## src/rtl/instr_mem.sv

```systemverilog
// Instruction memory: 32 x 32-bit RV32I words, combinational read with decoded register fields,
// synchronous write port, async reset to the built-in program. Option: INSTR_MEM_ALIGN_CHECK_EN.
module instr_mem #(
    parameter int unsigned ADDR_WIDTH = 7,
    parameter int unsigned DATA_WIDTH = 32
) (
    input  logic                  clk,
    input  logic                  rst,
    input  logic [ADDR_WIDTH-1:0] readAdrs,
    output logic [DATA_WIDTH-1:0] instr,
    output logic [4:0]            rd,
    output logic [4:0]            rs1,
    output logic [4:0]            rs2,
    input  logic                  wrEn,
    input  logic [ADDR_WIDTH-1:0] wrAdrs,
    input  logic [DATA_WIDTH-1:0] wrData
`ifdef INSTR_MEM_ALIGN_CHECK_EN
    ,
    output logic                  misaligned
`endif
);

    localparam int unsigned Depth = 2 ** (ADDR_WIDTH - 2);

    logic [DATA_WIDTH-1:0] mem [Depth];
    logic                  wr_ok;

    function automatic logic [DATA_WIDTH-1:0] default_word(input int unsigned idx);
        case (idx)
            0:       default_word = 32'h0050_0093;
            1:       default_word = 32'h00A0_0113;
            2:       default_word = 32'h0020_81B3;
            3:       default_word = 32'h4011_0233;
            4:       default_word = 32'h0041_A2A3;
            default: default_word = 32'h0000_0013;
        endcase
    endfunction

`ifdef INSTR_MEM_ALIGN_CHECK_EN
    assign misaligned = readAdrs[1] | readAdrs[0];
    assign wr_ok      = wrEn && (wrAdrs[1:0] == 2'b00);
`else
    logic unused_low_bits;
    assign unused_low_bits = ^{readAdrs[1:0], wrAdrs[1:0]};
    assign wr_ok           = wrEn;
`endif

    // Reset rewrites the whole array so written programs never survive a reset pulse.
    always_ff @(posedge clk or posedge rst) begin
        if (rst) begin
            for (int unsigned i = 0; i < Depth; i++) begin
                mem[i] <= default_word(i);
            end
        end else if (wr_ok) begin
            mem[wrAdrs[ADDR_WIDTH-1:2]] <= wrData;
        end
    end

    assign instr = mem[readAdrs[ADDR_WIDTH-1:2]];
    assign rd    = instr[11:7];
    assign rs1   = instr[19:15];
    assign rs2   = instr[24:20];

endmodule

```

## config.mk

```make
export PLATFORM = sky130hd
export DESIGN_NAME = instr_mem
export DESIGN_NICKNAME = d
export VERILOG_FILES = /design/src/rtl/instr_mem.sv
export SDC_FILE = /design/constraint.sdc
export NUM_CORES = 2
export LEC_CHECK = 0
export BUFFER_PORTS_ARGS = -buffer_cell sky130_fd_sc_hd__buf_2
export CELL_PAD_IN_SITES_DETAIL_PLACEMENT = 1
export CELL_PAD_IN_SITES_GLOBAL_PLACEMENT = 1
export CORE_AREA = 3 3 305 307
export DETAILED_ROUTE_END_ITERATION = 10
export DIE_AREA = 0 0 308 310
export PLACE_DENSITY_LB_ADDON = 0.12
export SLEW_MARGIN = 20
export SYNTH_ARGS = -nofsm -noshare
export SYNTH_HDL_FRONTEND = slang
export SYNTH_SLANG_ARGS = --single-unit
```

## constraint.sdc

```tcl
create_clock -name clk -period 44.7 [get_ports clk]
set_input_delay 8.94 -clock clk [delete_from_list [all_inputs] [get_ports clk]]
set_output_delay 8.94 -clock clk [all_outputs]
set_load 0.03 [all_outputs]
```

==> results by group <==
Drt
  • Vias/cell: about 6.2
  • DRT iter0 DRCs: roughly 1900
  • Routed Antenna Nets: 0
  • Routed wire length: about 140000 um
  • Routed length per instance: around 29 um
  • Drt pass-1 iters: 5
  • Drc violations: 0
  • Via count: 28780

Final layout
  • NumNets Final: 3444
  • Final-layout fill cell count: between 8000 and 9000
  • Largest register FFs: between 1000 and 1500
  • Biggest regs: mem (1024)
  • Layout cells sized above 1: 42.80%
  • P&R area growth vs syn: 9.389%
  • Top reg by flops: mem

Critical path
  • Crit path launch type: input pin
  • Crit path arrival time: 12940 ps
  • Crit path from: readAdrs[3]
  • Worst-path fanout max: approximately 120
  • CP Capture Type: output pin
  • Critical path class: in2out
  • CP required: ~36000 ps
  • R2R Path Start: mem[724]

Floorplan
  • Row count: 110
  • Core area: 90290 um2
  • Starting density of the core: a little over half
  • I/O pin total: 96
  • Die Y: 310 um
  • Die Outline Area: roughly 95000 um2
  • Die X: 308 um

Clock tree
  • CTS Buffer Depth: 3
  • Clk_lat worst skew: a little under 700 ps
  • Number of gates resized after CTS: 0
  • Sink Count: approximately 1000
  • H-tree depth: 3
  • TritonCTS clock tree: built
  • Setup Fix Bufs, Post-CTS: 0
  • Clock Pin Slew Worst Setup and Hold Paths: ~60 ps
  • CTS root buffer: clkbuf_16
  • # hold bufs at CTS: 0
  • CTS Buf Count: 110

Placement
  • HPWL after DPL: roughly 75000 um
  • PortBufs: 91
  • Final Wtd Congestion: 0.7418

Synthesis
  • Syn avg cell area: around 14 um2
  • Synth Area in XOR/XNOR: 0%
  • Register area share after synthesis: between 50% and 60%
  • Syn Inst Count: 3463
  • Post-synthesis compound-gate area fraction: ~4.1%
  • Combinational family with the most area after synthesis: multiplexers
  • Yosys warning count: 0
  • Post-Syn Nets: 3512
  • Yosys reg bits: just over 1000
  • Multiplexer share of the synthesized area: between 30% and 40%
  • Post-Synth Adder-Cell Area: 0%
  • Post-Synth Simple-Gate Area: under 10%
  • Synth Cell Area: 47750 um2
  • Distinct cells, synth: 31

Outcome
  • Status: finished, final reports clean

GRT
  • Met2 usage: between 40% and 50%
  • Met3 Use GR: 4.567%
  • Initial antenna violation count: 14
  • Number of global-route vias before repair: ~32000
  • GRT busiest layer: met2
  • Overflow after GRT: 0
  • Met1 Track Usage GR: around 38%
  • Largest net degree at the start of global routing: ~140
  • GRT Resource Usage Total: 28.62%
  • First-pass GRT wire length: 204000 um

Timing
  • Final Hold Viols: 0
  • Fmax: 0.04570 GHz
  • Period minus WS final: 21880 ps
  • Worst slew pin tran: about 1200 ps
  • Final setup violation count: 0
  • Max-slew headroom: a little under a quarter
  • Part of the cycle the worst path needs: 48.96%
  • Worst-case clock skew: 0 ps
  • Setup TNS: 0 ps
  • RSZ-0062 raised after global routing: no
  • Pins Over Slew Limit: 0

Min path
  • Hold Crit Start: mem[373]
  • Hold WC Path Type: reg2reg

Job
  • MaxCap Viol Count: 0

Power
  • Peak VDD IR: approximately 0.034 mV
  • Design Power: about 2.6 mW
  • Leakage power: around 24 nW
  • PD cells: just under 50 nW/um2
==> layout by cell type, fill, tap and decap left out, types with 4 or more instances in the layout <==
cell,count
mux2_2,988
dfrtp_1,906
mux2i_1,512
dfstp_2,118
clkbuf_16,112
nand3_1,98
nand2_1,97
a22oi_1,96
a21oi_1,96
buf_2,90
a22o_1,64
buf_4,55
mux2_1,36
nor3_1,33
a31oi_1,32
clkinv_2,31
clkbuf_8,27
clkbuf_1,19
nand2_2,17
nor2_4,17
bufinv_16,13
diode_2,9
nand3b_1,4
==> Yosys cell counts <==
cell type  instances  share of area [%]
a21oi_1           96                1.0
a22o_1            64                1.2
a22oi_1           96                1.5
a31oi_1           32               0.42
and2_1             1              0.013
and3_1             1              0.013
and3b_1            1              0.018
buf_1             15               0.12
buf_2             73               0.77
buf_4             48               0.75
buf_6             53                1.2
clkbuf_1         142                1.1
clkbuf_8           2              0.058
dfrtp_1          906                 47
dfstp_2          118                6.5
inv_1              1             0.0079
mux2_1            36               0.85
mux2_2           988                 23
mux2i_1          512                 11
nand2_1          114               0.90
nand2b_1           2              0.026
nand3_1           98                1.0
nand3b_1           4              0.063
nor2_1             2              0.016
nor2_4            16               0.38
nor2b_1            2              0.026
nor3_1            33               0.35
nor3b_1            1              0.016
nor3b_2            3              0.079
or2_2              2              0.026
or3b_4             1              0.024
==> cell families (layout without fill, tap and decap cells) <==
kind of cell,Yosys count,count (layout)
AO/OA/AOI/OAI,288,288
multiplexers,1536,1536
flip-flops,1024,1024
other,0,9
AND/OR/NAND/NOR,281,281
buffers and inverters,334,362
==> worst max-delay path, cell delays in order <==
cell and delay [ps]:
buf_8 720, buf_12 740, buf_4 930, mux2i_1 300
a22o_1 180, nor3_1 60, a31oi_1 200, nand3_1 280
buf_2 290
==> layout make-up <==
type                            instances  area, um2  area share, %
Timing Repair Buffer                  153      999.7          1.914
Clock inverter                         50      603.1          1.155
Clock buffer                          158       3246          6.214
Antenna cell                            9      22.52        0.04312
Multi-Input combinational cell       2105      20110          38.49
Inverter                                1      11.26        0.02156
Sequential cell                      1024      25770          49.34
Tap cell                             1176       1471          2.817
==> metal layers <==
layer | vias up | part of all wire [%]
li1 | 12390 | -
met1 | 15570 | 44
met2 | 557 | 49
met3 | 260 | 3.9
met4 | 10 | 3.2
met5 | - | 0.051
==> through the flow <==
step	setup WS (ps)	cell area, um2	hold WS (ps)	utilization [%]	instances
2_1_floorplan	7139	47750	457.4	-	3463
3_3_place_gp	22890	48320	465.8	53.52	4458
3_5_place_dp	22850	48320	474.0	53.52	4458
4_1_cts	22840	52170	488.1	57.78	4666
5_1_grt	22620	52220	505.5	57.84	4672
6_report	22820	52230	486.5	57.85	4676
==> path summary, 6_finish.rpt <==
check	slack (ps)	endpoint	cells after the start
max	22820	rs2[0]	9
min	490	mem[373]	1
max reg2reg	43890	mem[724]	1
min reg2reg	490	mem[373]	1
max in group asynchronous	32980	mem[785]	5
min in group asynchronous	8450	mem[601]	2
==> report_power, final <==
| part | switching, mW | total [mW] | leakage [nW] | internal (mW) |
|---|---|---|---|---|
| Combinational | 0.187 | 0.392 | 9.63 | 0.205 |
| Sequential | 0.0952 | 1.22 | 12.8 | 1.12 |
| Clock | 0.379 | 0.957 | 1.92 | 0.578 |
Power figures use the tool's default switching activity.
